===== src/rtl/sipo_rr_sched_if.sv =====
// Bundle of request, serial-steering, sipo and output handshake signals for sipo_rr_sched.
// Latency: none; wires only.
// Backpressure: out_ready (master -> slave) stalls the scheduler in its output state.
interface sipo_rr_sched_if #(
    parameter int WIDTH = 4,
    parameter int NREQ  = 4
);
    localparam int CH_W = $clog2(NREQ);

    logic [NREQ-1:0]  req;
    logic [NREQ-1:0]  ser_in;
    logic [NREQ-1:0]  gnt;
    logic             sipo_shift_en;
    logic             sipo_serial_in;
    logic [WIDTH-1:0] sipo_par_in;
    logic             out_valid;
    logic             out_ready;
    logic [WIDTH-1:0] out_data;
    logic [CH_W-1:0]  out_ch;
    logic             busy;

    // Scheduler side
    modport slave (
        input  req, ser_in, sipo_par_in, out_ready,
        output gnt, sipo_shift_en, sipo_serial_in, out_valid, out_data, out_ch, busy
    );

    // Environment side: sources, sipo and downstream consumer
    modport master (
        output req, ser_in, sipo_par_in, out_ready,
        input  gnt, sipo_shift_en, sipo_serial_in, out_valid, out_data, out_ch, busy
    );
endinterface


===== src/rtl/sipo_rr_sched.sv =====
// Round-robin scheduler steering one of NREQ serial sources into a shared sipo per frame.
// Latency: req seen in IDLE at t -> WIDTH shift cycles -> out_valid at t+WIDTH+1.
// Backpressure: holds out_valid/out_data/out_ch stable until out_ready; nothing shifts meanwhile.
// Optional macro SIPO_SCHED_B2B_EN: re-arbitrate on the output handshake and skip IDLE.
module sipo_rr_sched #(
    parameter int WIDTH = 4,
    parameter int NREQ  = 4
) (
    input  logic            clk,
    input  logic            rst_n,
    sipo_rr_sched_if.slave  bus
);
    localparam int CH_W  = $clog2(NREQ);
    localparam int CNT_W = $clog2(WIDTH);

    typedef enum logic [1:0] {
        S_IDLE  = 2'd0,
        S_SHIFT = 2'd1,
        S_VALID = 2'd2
    } state_t;

    state_t           r_state;
    logic [CH_W-1:0]  r_rr_ptr;
    logic [CH_W-1:0]  r_cur_ch;
    logic [CH_W-1:0]  r_out_ch;
    logic [CNT_W-1:0] r_bit_cnt;
    logic [NREQ-1:0]  r_gnt;
    logic             r_shift_en;
    logic             r_out_valid;
    logic             r_busy;

    logic [CH_W-1:0]  w_next_ptr;
    logic [CH_W-1:0]  w_search_ptr;
    logic [CH_W-1:0]  w_pick;
    logic             w_any_req;

    // First requester at or after ptr, searching cyclically; returns ptr when none is set.
    function automatic logic [CH_W-1:0] rr_pick(input logic [NREQ-1:0] reqs,
                                                 input logic [CH_W-1:0] ptr);
        logic [CH_W-1:0] sel;
        logic [CH_W-1:0] cand;
        logic            found;
        sel   = ptr;
        cand  = ptr;
        found = 1'b0;
        for (int k = 0; k < NREQ; k++) begin
            if (!found && reqs[cand]) begin
                sel   = cand;
                found = 1'b1;
            end
            cand = (cand == CH_W'(NREQ - 1)) ? '0 : cand + 1'b1;
        end
        return sel;
    endfunction

    // Channel after the current one, wrapping at NREQ-1; used as the next search start.
    assign w_next_ptr   = (r_cur_ch == CH_W'(NREQ - 1)) ? '0 : r_cur_ch + 1'b1;
    // In VALID the search must start past the channel just served, so use the pointer's next value.
    assign w_search_ptr = (r_state == S_VALID) ? w_next_ptr : r_rr_ptr;
    assign w_pick       = rr_pick(bus.req, w_search_ptr);
    assign w_any_req    = |bus.req;

    // Scheduler FSM with registered grant, shift enable, output valid/channel and busy.
    always_ff @(posedge clk or negedge rst_n) begin
        if (!rst_n) begin
            r_state     <= S_IDLE;
            r_rr_ptr    <= '0;
            r_cur_ch    <= '0;
            r_out_ch    <= '0;
            r_bit_cnt   <= '0;
            r_gnt       <= '0;
            r_shift_en  <= 1'b0;
            r_out_valid <= 1'b0;
            r_busy      <= 1'b0;
        end else begin
            case (r_state)
                S_IDLE: begin
                    if (w_any_req) begin
                        r_cur_ch   <= w_pick;
                        r_bit_cnt  <= '0;
                        r_gnt      <= NREQ'(1) << w_pick;
                        r_shift_en <= 1'b1;
                        r_busy     <= 1'b1;
                        r_state    <= S_SHIFT;
                    end
                end
                S_SHIFT: begin
                    // Frame always runs to WIDTH bits; req is not looked at here.
                    r_bit_cnt <= r_bit_cnt + 1'b1;
                    if (r_bit_cnt == CNT_W'(WIDTH - 1)) begin
                        r_bit_cnt   <= '0;
                        r_gnt       <= '0;
                        r_shift_en  <= 1'b0;
                        r_out_valid <= 1'b1;
                        r_out_ch    <= r_cur_ch;
                        r_state     <= S_VALID;
                    end
                end
                S_VALID: begin
                    if (bus.out_ready) begin
                        r_rr_ptr    <= w_next_ptr;
                        r_out_valid <= 1'b0;
                        r_out_ch    <= '0;
`ifdef SIPO_SCHED_B2B_EN
                        if (w_any_req) begin
                            r_cur_ch   <= w_pick;
                            r_bit_cnt  <= '0;
                            r_gnt      <= NREQ'(1) << w_pick;
                            r_shift_en <= 1'b1;
                            r_state    <= S_SHIFT;
                        end else begin
                            r_busy  <= 1'b0;
                            r_state <= S_IDLE;
                        end
`else
                        r_busy  <= 1'b0;
                        r_state <= S_IDLE;
`endif
                    end
                end
                default: begin
                    r_state    <= S_IDLE;
                    r_gnt      <= '0;
                    r_shift_en <= 1'b0;
                    r_busy     <= 1'b0;
                end
            endcase
        end
    end

    assign bus.gnt            = r_gnt;
    assign bus.sipo_shift_en  = r_shift_en;
    // Serial path is combinational so the granted source's bit lands in the sipo the same cycle.
    assign bus.sipo_serial_in = r_shift_en ? bus.ser_in[r_cur_ch] : 1'b0;
    assign bus.out_valid      = r_out_valid;
    // The sipo holds while shift_en is low, so its parallel output is stable throughout VALID.
    assign bus.out_data       = r_out_valid ? bus.sipo_par_in : '0;
    assign bus.out_ch         = r_out_ch;
    assign bus.busy           = r_busy;
endmodule


===== src/flat_wrapper.sv =====
// flat-port wrapper written by rule: the top's interface ports become plain ports
module sipo_rr_sched_flat 
#(
    parameter int WIDTH = 4,
    parameter int NREQ  = 4
)
  (clk, rst_n, bus_req, bus_ser_in, bus_sipo_par_in, bus_out_ready, bus_gnt, bus_sipo_shift_en, bus_sipo_serial_in, bus_out_valid, bus_out_data, bus_out_ch, bus_busy);
  sipo_rr_sched_if #(.WIDTH(WIDTH), .NREQ(NREQ)) bus_i ();
  input  logic clk;
  input  logic rst_n;
  input wire logic [$bits(bus_i.req)-1:0] bus_req;
  input wire logic [$bits(bus_i.ser_in)-1:0] bus_ser_in;
  input wire logic [$bits(bus_i.sipo_par_in)-1:0] bus_sipo_par_in;
  input wire logic [$bits(bus_i.out_ready)-1:0] bus_out_ready;
  output wire logic [$bits(bus_i.gnt)-1:0] bus_gnt;
  output wire logic [$bits(bus_i.sipo_shift_en)-1:0] bus_sipo_shift_en;
  output wire logic [$bits(bus_i.sipo_serial_in)-1:0] bus_sipo_serial_in;
  output wire logic [$bits(bus_i.out_valid)-1:0] bus_out_valid;
  output wire logic [$bits(bus_i.out_data)-1:0] bus_out_data;
  output wire logic [$bits(bus_i.out_ch)-1:0] bus_out_ch;
  output wire logic [$bits(bus_i.busy)-1:0] bus_busy;
  assign bus_i.req = bus_req;
  assign bus_i.ser_in = bus_ser_in;
  assign bus_i.sipo_par_in = bus_sipo_par_in;
  assign bus_i.out_ready = bus_out_ready;
  assign bus_gnt = bus_i.gnt;
  assign bus_sipo_shift_en = bus_i.sipo_shift_en;
  assign bus_sipo_serial_in = bus_i.sipo_serial_in;
  assign bus_out_valid = bus_i.out_valid;
  assign bus_out_data = bus_i.out_data;
  assign bus_out_ch = bus_i.out_ch;
  assign bus_busy = bus_i.busy;
  sipo_rr_sched #(.WIDTH(WIDTH), .NREQ(NREQ)) u_core (.clk(clk), .rst_n(rst_n), .bus(bus_i));
endmodule

===== config.mk =====
export PLATFORM = sky130hd
export DESIGN_NAME = sipo_rr_sched_flat
export DESIGN_NICKNAME = d
export VERILOG_FILES = /design/src/rtl/sipo_rr_sched_if.sv /design/src/rtl/sipo_rr_sched.sv /design/src/flat_wrapper.sv
export SDC_FILE = /design/constraint.sdc
export NUM_CORES = 1
export LEC_CHECK = 0
export CAP_MARGIN = 20
export CORE_MARGIN = 2
export CORE_UTILIZATION = 40
export CTS_BUF_LIST = sky130_fd_sc_hd__clkbuf_2
export CTS_CLUSTER_SIZE = 8
export DETAILED_ROUTE_END_ITERATION = 10
export GPL_ROUTABILITY_DRIVEN = 0
export PLACE_DENSITY = 0.8
export SLEW_MARGIN = 25
export SYNTH_ARGS = -nofsm -noshare
export SYNTH_HDL_FRONTEND = slang
export SYNTH_SLANG_ARGS = --single-unit
export TNS_END_PERCENT = 50

===== constraint.sdc =====
create_clock -name clk -period 1.9 [get_ports clk]
set_clock_uncertainty 0.1 [all_clocks]
set_input_delay 0.285 -clock clk [delete_from_list [all_inputs] [get_ports clk]]
set_output_delay 0.285 -clock clk [all_outputs]
set_load 0.02 [all_outputs]

After elaboration in Yosys (flattened, before gate mapping)
Index checks and enable logic that the tools add are counted.
{"block": "totals", "regBits": 17, "input_bits": 15, "out_inout_bits": 14}
{"block": "op_classes", "n_addsub": 5, "order_cmp": 5, "n_eq_ne": 10, "shifts": 1, "n_mux": 42, "bitwise_logic": 2, "reduce_logical": 17}
{"operator": "$mux W2", "n": 14}
{"operator": "$lt A2 B3 Y1 const B", "n": 5}
{"operator": "$mux W1", "n": 13}
{"operator": "$eq A2 B2 Y1 const B", "n": 6}
{"operator": "$mux W4", "n": 3}
{"operator": "$pmux W4 S3", "n": 1}
{"operator": "$reduce_and A3 Y1", "n": 4}
{"operator": "$add A2 B1 Y2 const B", "n": 5}
{"operator": "$bmux W1 S2", "n": 5}
{"operator": "$pmux W2 S2", "n": 2}
{"operator": "$pmux W1 S3", "n": 2}
{"operator": "$pmux W2 S3", "n": 1}
{"operator": "$reduce_and A2 Y1", "n": 3}
{"operator": "$ne A2 B1 Y1 const B", "n": 2}
{"operator": "$reduce_bool A2 Y1", "n": 2}
{"operator": "$reduce_or A4 Y1", "n": 1}
{"operator": "$shl A1 B2 Y4 const A", "n": 1}
{"operator": "$logic_and A1 B1 Y1", "n": 3}
{"operator": "$logic_not A1 Y1", "n": 3}
{"operator": "$eq A2 B1 Y1 const B", "n": 1}
{"operator": "$logic_not A2 Y1", "n": 1}
{"operator": "$ne A2 B2 Y1 const B", "n": 1}
{"operator": "$not A1 Y1", "n": 2}
{"operator": "$pmux W1 S2", "n": 1}

Logic depth before layout (Yosys ltp)
{"block": "logic_depth", "depth_word": 18, "ltp_mapped": 6, "mapped_depth_nobuf": 6}

Least setup slack after synthesis
Ideal clock, no wire load.
{"block": "synth_timing", "kind": "reg-to-reg", "start": "register u_core.r_cur_ch[0]", "end": "register u_core.r_cur_ch[1]", "setup_ns": 0.125, "t_arrival_ns": 1.850, "t_required_ns": 1.675, "slack_ns": -0.175, "path_stages_with_launch": 6, "path_cell_list": "dfrtp_1 > ha_1 > mux2_4 > or3_1 > a32o_2 > mux2_4"}
{"block": "synth_via", "elab_chain_len": 15}
{"element": "start, declared", "line_no": "sipo_rr_sched.sv:24", "text": "logic [CH_W-1:0] r_cur_ch;"}
{"element": "start signal, assigned", "line_no": "sipo_rr_sched.sv:79", "text": "r_cur_ch <= w_pick;"}
{"element": "$add A2 B1 Y2 or $eq A2 B2 Y1 (tied branches)", "line_no": "sipo_rr_sched.sv:57", "text": "assign w_next_ptr = (r_cur_ch == CH_W'(NREQ - 1)) ? '0 : r_cur_ch + 1'b1;"}
{"element": "$mux W2 *", "line_no": "sipo_rr_sched.sv:57"}
{"element": "named net u_core.w_next_ptr[1]", "line_no": "sipo_rr_sched.sv:32", "text": "logic [CH_W-1:0] w_next_ptr;"}
{"element": "$mux W2 *", "line_no": "sipo_rr_sched.sv:59", "text": "assign w_search_ptr = (r_state == S_VALID) ? w_next_ptr : r_rr_ptr;"}
{"element": "branches (longest 11 deep; another with $add A2 B1 Y2)"}
{"element": "$mux W2 *", "line_no": "sipo_rr_sched.sv:47", "text": "if (!found && reqs[cand]) begin"}
Mark *: on every way through the listed nets, which the timed path passes. The select of a mux whose other input is x is not followed.
A chain may end at the register's enable or synchronous reset.

Worst setup path after layout
Ends and elaborated chain as after synthesis.

==> run summary <==
The flow ran to the end, but the final reports show violations. The final reports fail on setup timing. The synthesized design spends more area on one cell type than any other, namely sky130_fd_sc_hd__dfrtp_1.

Setup repair after global routing could not meet its margin everywhere. The clock insertion delay at the later pin of the skew report came out at 0.30 ns. The leakage dissipation is 0.684 nW.

The worst hold-check path type is in2async. The final-report setup violation count is 7. The part of the Yosys area used for sequential elements is 0.449.

The total inserted antenna cells came out at 0. Once placement completed, the tool counted placed cells totaling 169. Compared with the post-synthesis result, the final layout area differs by 57.9%. The commonest cells after synthesis are sky130_fd_sc_hd__dfrtp_1 (17), sky130_fd_sc_hd__nand2_1 (12), sky130_fd_sc_hd__nor2_1 (11). In this design, the critical path's most frequently occurring cell is sky130_fd_sc_hd__mux2_4. Across every metal layer, demand over resource in global routing totals 0.199. The proportion of register bits with asynchronous set or reset after synthesis came out at 1.00. By area the synthesized netlist is led by sky130_fd_sc_hd__dfrtp_1 (45%), sky130_fd_sc_hd__nand2_1 (4.7%), sky130_fd_sc_hd__nor2_1 (4.4%), sky130_fd_sc_hd__and2_1 (3.3%), sky130_fd_sc_hd__a21oi_1 (3.2%). The arrival time of the worst setup path is 2.26 ns. The largest fanout of any net on the critical path is 5. The slowest stage of the critical path belongs to the cell sky130_fd_sc_hd__dfrtp_2. The time the worst path needs with I/O delays and setup is 2.15 ns. The hold violation count in the final report is 0. The unique cell type count in the Yosys netlist is 34.

The average detailed-routed wire length per instance is 14.3 um. The first global-routing pass estimated 3970 um of wire. The number of max-cap violations came out at 0.

The number of enable-type register cells in the synthesized netlist came out at 0. The critical path's largest stage delay is 0.44 ns. Among all flip-flop cells after synthesis, the most frequent one is sky130_fd_sc_hd__dfrtp_1.

The setup slack on the worst flop-to-flop path came out at -0.25 ns. The maximum number of pins on one net before global-route repair came out at 18. The critical register-to-register path startpoint is u_core.r_cur_ch[0]. The height of the die came out at 52.7 um. The worst hold margin is 0.191 ns. The flip-flop and latch count after synthesis is 17. The number of hold buffers added after cts is 0. The critical path is of the reg2reg type. The initial utilization of the core area, before any placement, comes to 0.425. At the pin with the least slew margin, the transition time is 0.328 ns. The final cycle utilization of the critical path is 1.13. In the final layout, the share of cells above drive strength 1 is 0.304. The signal on the critical path passes through buf_6 -> ha_4 -> mux2_4 -> or3_4 -> a32o_2 -> mux2_4. The clock-pin slew reported for the worst setup and hold paths after clock tree synthesis is 0.17 ns. The number of standard-cell rows in the floorplan is 17. The worst-case IR drop observed on VDD is 0.943 mV. The required time reported for the critical path endpoint came out at 2.01 ns. Summed over all nets, the half-perimeter wirelength after detailed placement is 1880 um.

The via count of the first global-routing pass came out at 942. The via count is 937. The vias per cell came out at 5.32. In this run the count of I/O pins placed on the die edge is 29. When the netlist entered floorplanning its net count stood at 113.

Yosys instantiated no cell more often than sky130_fd_sc_hd__dfrtp_1. The clock drives 17 sinks. The post-synthesis instance total is 96. The worst setup path is launched from a flop. The netlist area before placement came out at 948 um2. The final max-slew violation count came out at 0. The capturing element type of the critical path is a flop. The initial DRC count is 16. The most critical setup path has its startpoint at u_core.r_cur_ch[0]. The count of nets left with antenna violations once routing finished came out at 0. The average cell area after synthesis is 9.88 um2. The full die area is 0.00278 mm2. In this run the clock root is driven by a sky130_fd_sc_hd__clkbuf_2. The total overflow left after global routing is 0. In this run the tool buffered the top-level ports with 28 buffer cells. The worst register-to-register path ends at u_core.r_cur_ch[1]. The first detailed-routing pass ran for 4 iterations. The die width is 52.7 um. The number of antenna violations at the first check in global routing was 0. The clock passes through at most 2 buffers. The floorplan core area came out at 0.00223 mm2. The total detailed-routing wirelength is 2530 um.

TritonCTS built the clock tree. In the post-route analysis, the smallest setup slack over all paths is -0.249 ns. The H-tree depth came out at 1. The total clock buffers created by CTS came out at 3. In the routed design, unresolved DRC markers number 0.

At the end of the flow, the number of nets in the layout was 166. The total negative setup slack came out at -1.35 ns. The highest clock rate came out at 465 MHz. The worst reg-to-reg path cell count is 6. Power spread over the standard cell area amounts to 1460 mW/mm2. The number of warnings printed during yosys synthesis came out at 0. The top cell type's share of synthesized area is 0.449. The worst-case headroom to the max-slew limit is 0.777.

The finished layout holds 176 standard cells, fillers aside.
==> routing by layer <==
metal  up-vias  share of wire  GRT usage
met4         0         0.0095     0.0726
met2        36           0.52      0.354
met1       443           0.41      0.231
met5         -              0          0
li1        454              -          -
met3         4          0.067     0.0429
==> worst max-delay path by stage <==
stage / slack, ns / to / depth (start not counted)
after floorplan: -0.12 / u_core.r_cur_ch[1] / 5
after global placement: -0.31 / bus_sipo_serial_in / 4
after detailed placement: -0.33 / bus_sipo_serial_in / 4
after CTS: -0.23 / u_core.r_cur_ch[1] / 6
after global routing: -0.29 / u_core.r_cur_ch[1] / 6
final: -0.25 / u_core.r_cur_ch[1] / 6
==> cell families after synthesis <==
logic type | synth area share
mux | 0.112
simple gates | 0.197
fa+ha+maj | 0.0264
compound gates | 0.193
buf+inv | 0.0237
flops | 0.449
==> timing repair <==
| item | in CTS | in global routing |
|---|---|---|
| resized for setup | 11 | 5 |
| buffers inserted | 3 | 0 |
| endpoints found under the hold margin | 0 | 0 |
| pin swaps | 4 | 1 |
| setup endpoints to repair | 8 | 10 |
==> flip-flops by register name (all words and copies together), names as in the netlist <==
name,flops
u_core.r_cur_ch,2
u_core.bus.gnt,4
u_core.r_bit_cnt,2
u_core.r_rr_ptr,2
u_core.bus.sipo_shift_en,1
u_core.r_state,2
u_core.bus.busy,1
u_core.bus.out_ch,2
u_core.bus.out_valid,1
==> where the power goes <==
part | switching [mW] | internal [mW] | total (mW)
Clock | 0.117 | 0.0558 | 0.173
Sequential | 0.117 | 0.508 | 0.625
Combinational | 0.659 | 0.728 | 1.39
Total | 0.893 | 1.29 | 2.18
==> stage by stage <==
step                      power [mW]   util  cell area (um2)  setup slack, ns
after floorplan                 1.34      -              961           -0.124
after CTS                       2.13  0.663             1480           -0.231
final                           2.18  0.671             1500           -0.249
after global placement          1.83  0.632             1410           -0.306
after detailed placement        1.89  0.632             1410           -0.335
after global routing            2.35  0.671             1500           -0.291
==> area by class of cell <==
type                    instances  area (um2)
clock buffers                   4        20.0
fillers                       184         736
inverters                       4        15.0
multi-input cells              73         552
flip-flops and latches         17         427
well taps                      28        35.0
repair buffers                 50         449
==> cell usage in the layout, fill, tap and decap left out, types with 4 or more instances in the layout <==
| cell type | synthesis | routed |
|---|---|---|
| sky130_fd_sc_hd__clkdlybuf4s50_1 | 0 | 26 |
| sky130_fd_sc_hd__clkbuf_2 | 0 | 4 |
| sky130_fd_sc_hd__buf_4 | 0 | 21 |
| sky130_fd_sc_hd__dfrtp_1 | 17 | 16 |
| sky130_fd_sc_hd__nor2_1 | 11 | 11 |
| sky130_fd_sc_hd__inv_1 | 4 | 4 |
| sky130_fd_sc_hd__nand2_1 | 12 | 12 |
| sky130_fd_sc_hd__and2_1 | 5 | 4 |
| sky130_fd_sc_hd__a21oi_1 | 6 | 6 |
==> critical path, delay by kind of cell, from the launching register on <==
| family | cells | cell delay, ns |
|---|---|---|
| buf+inv | 1 | 0.13 |
| fa+ha+maj | 1 | 0.21 |
| simple gates | 1 | 0.33 |
| mux | 2 | 0.55 |
| compound gates | 1 | 0.30 |
| flops | 1 | 0.44 |
No activity file was read; power rests on OpenSTA's default activity.
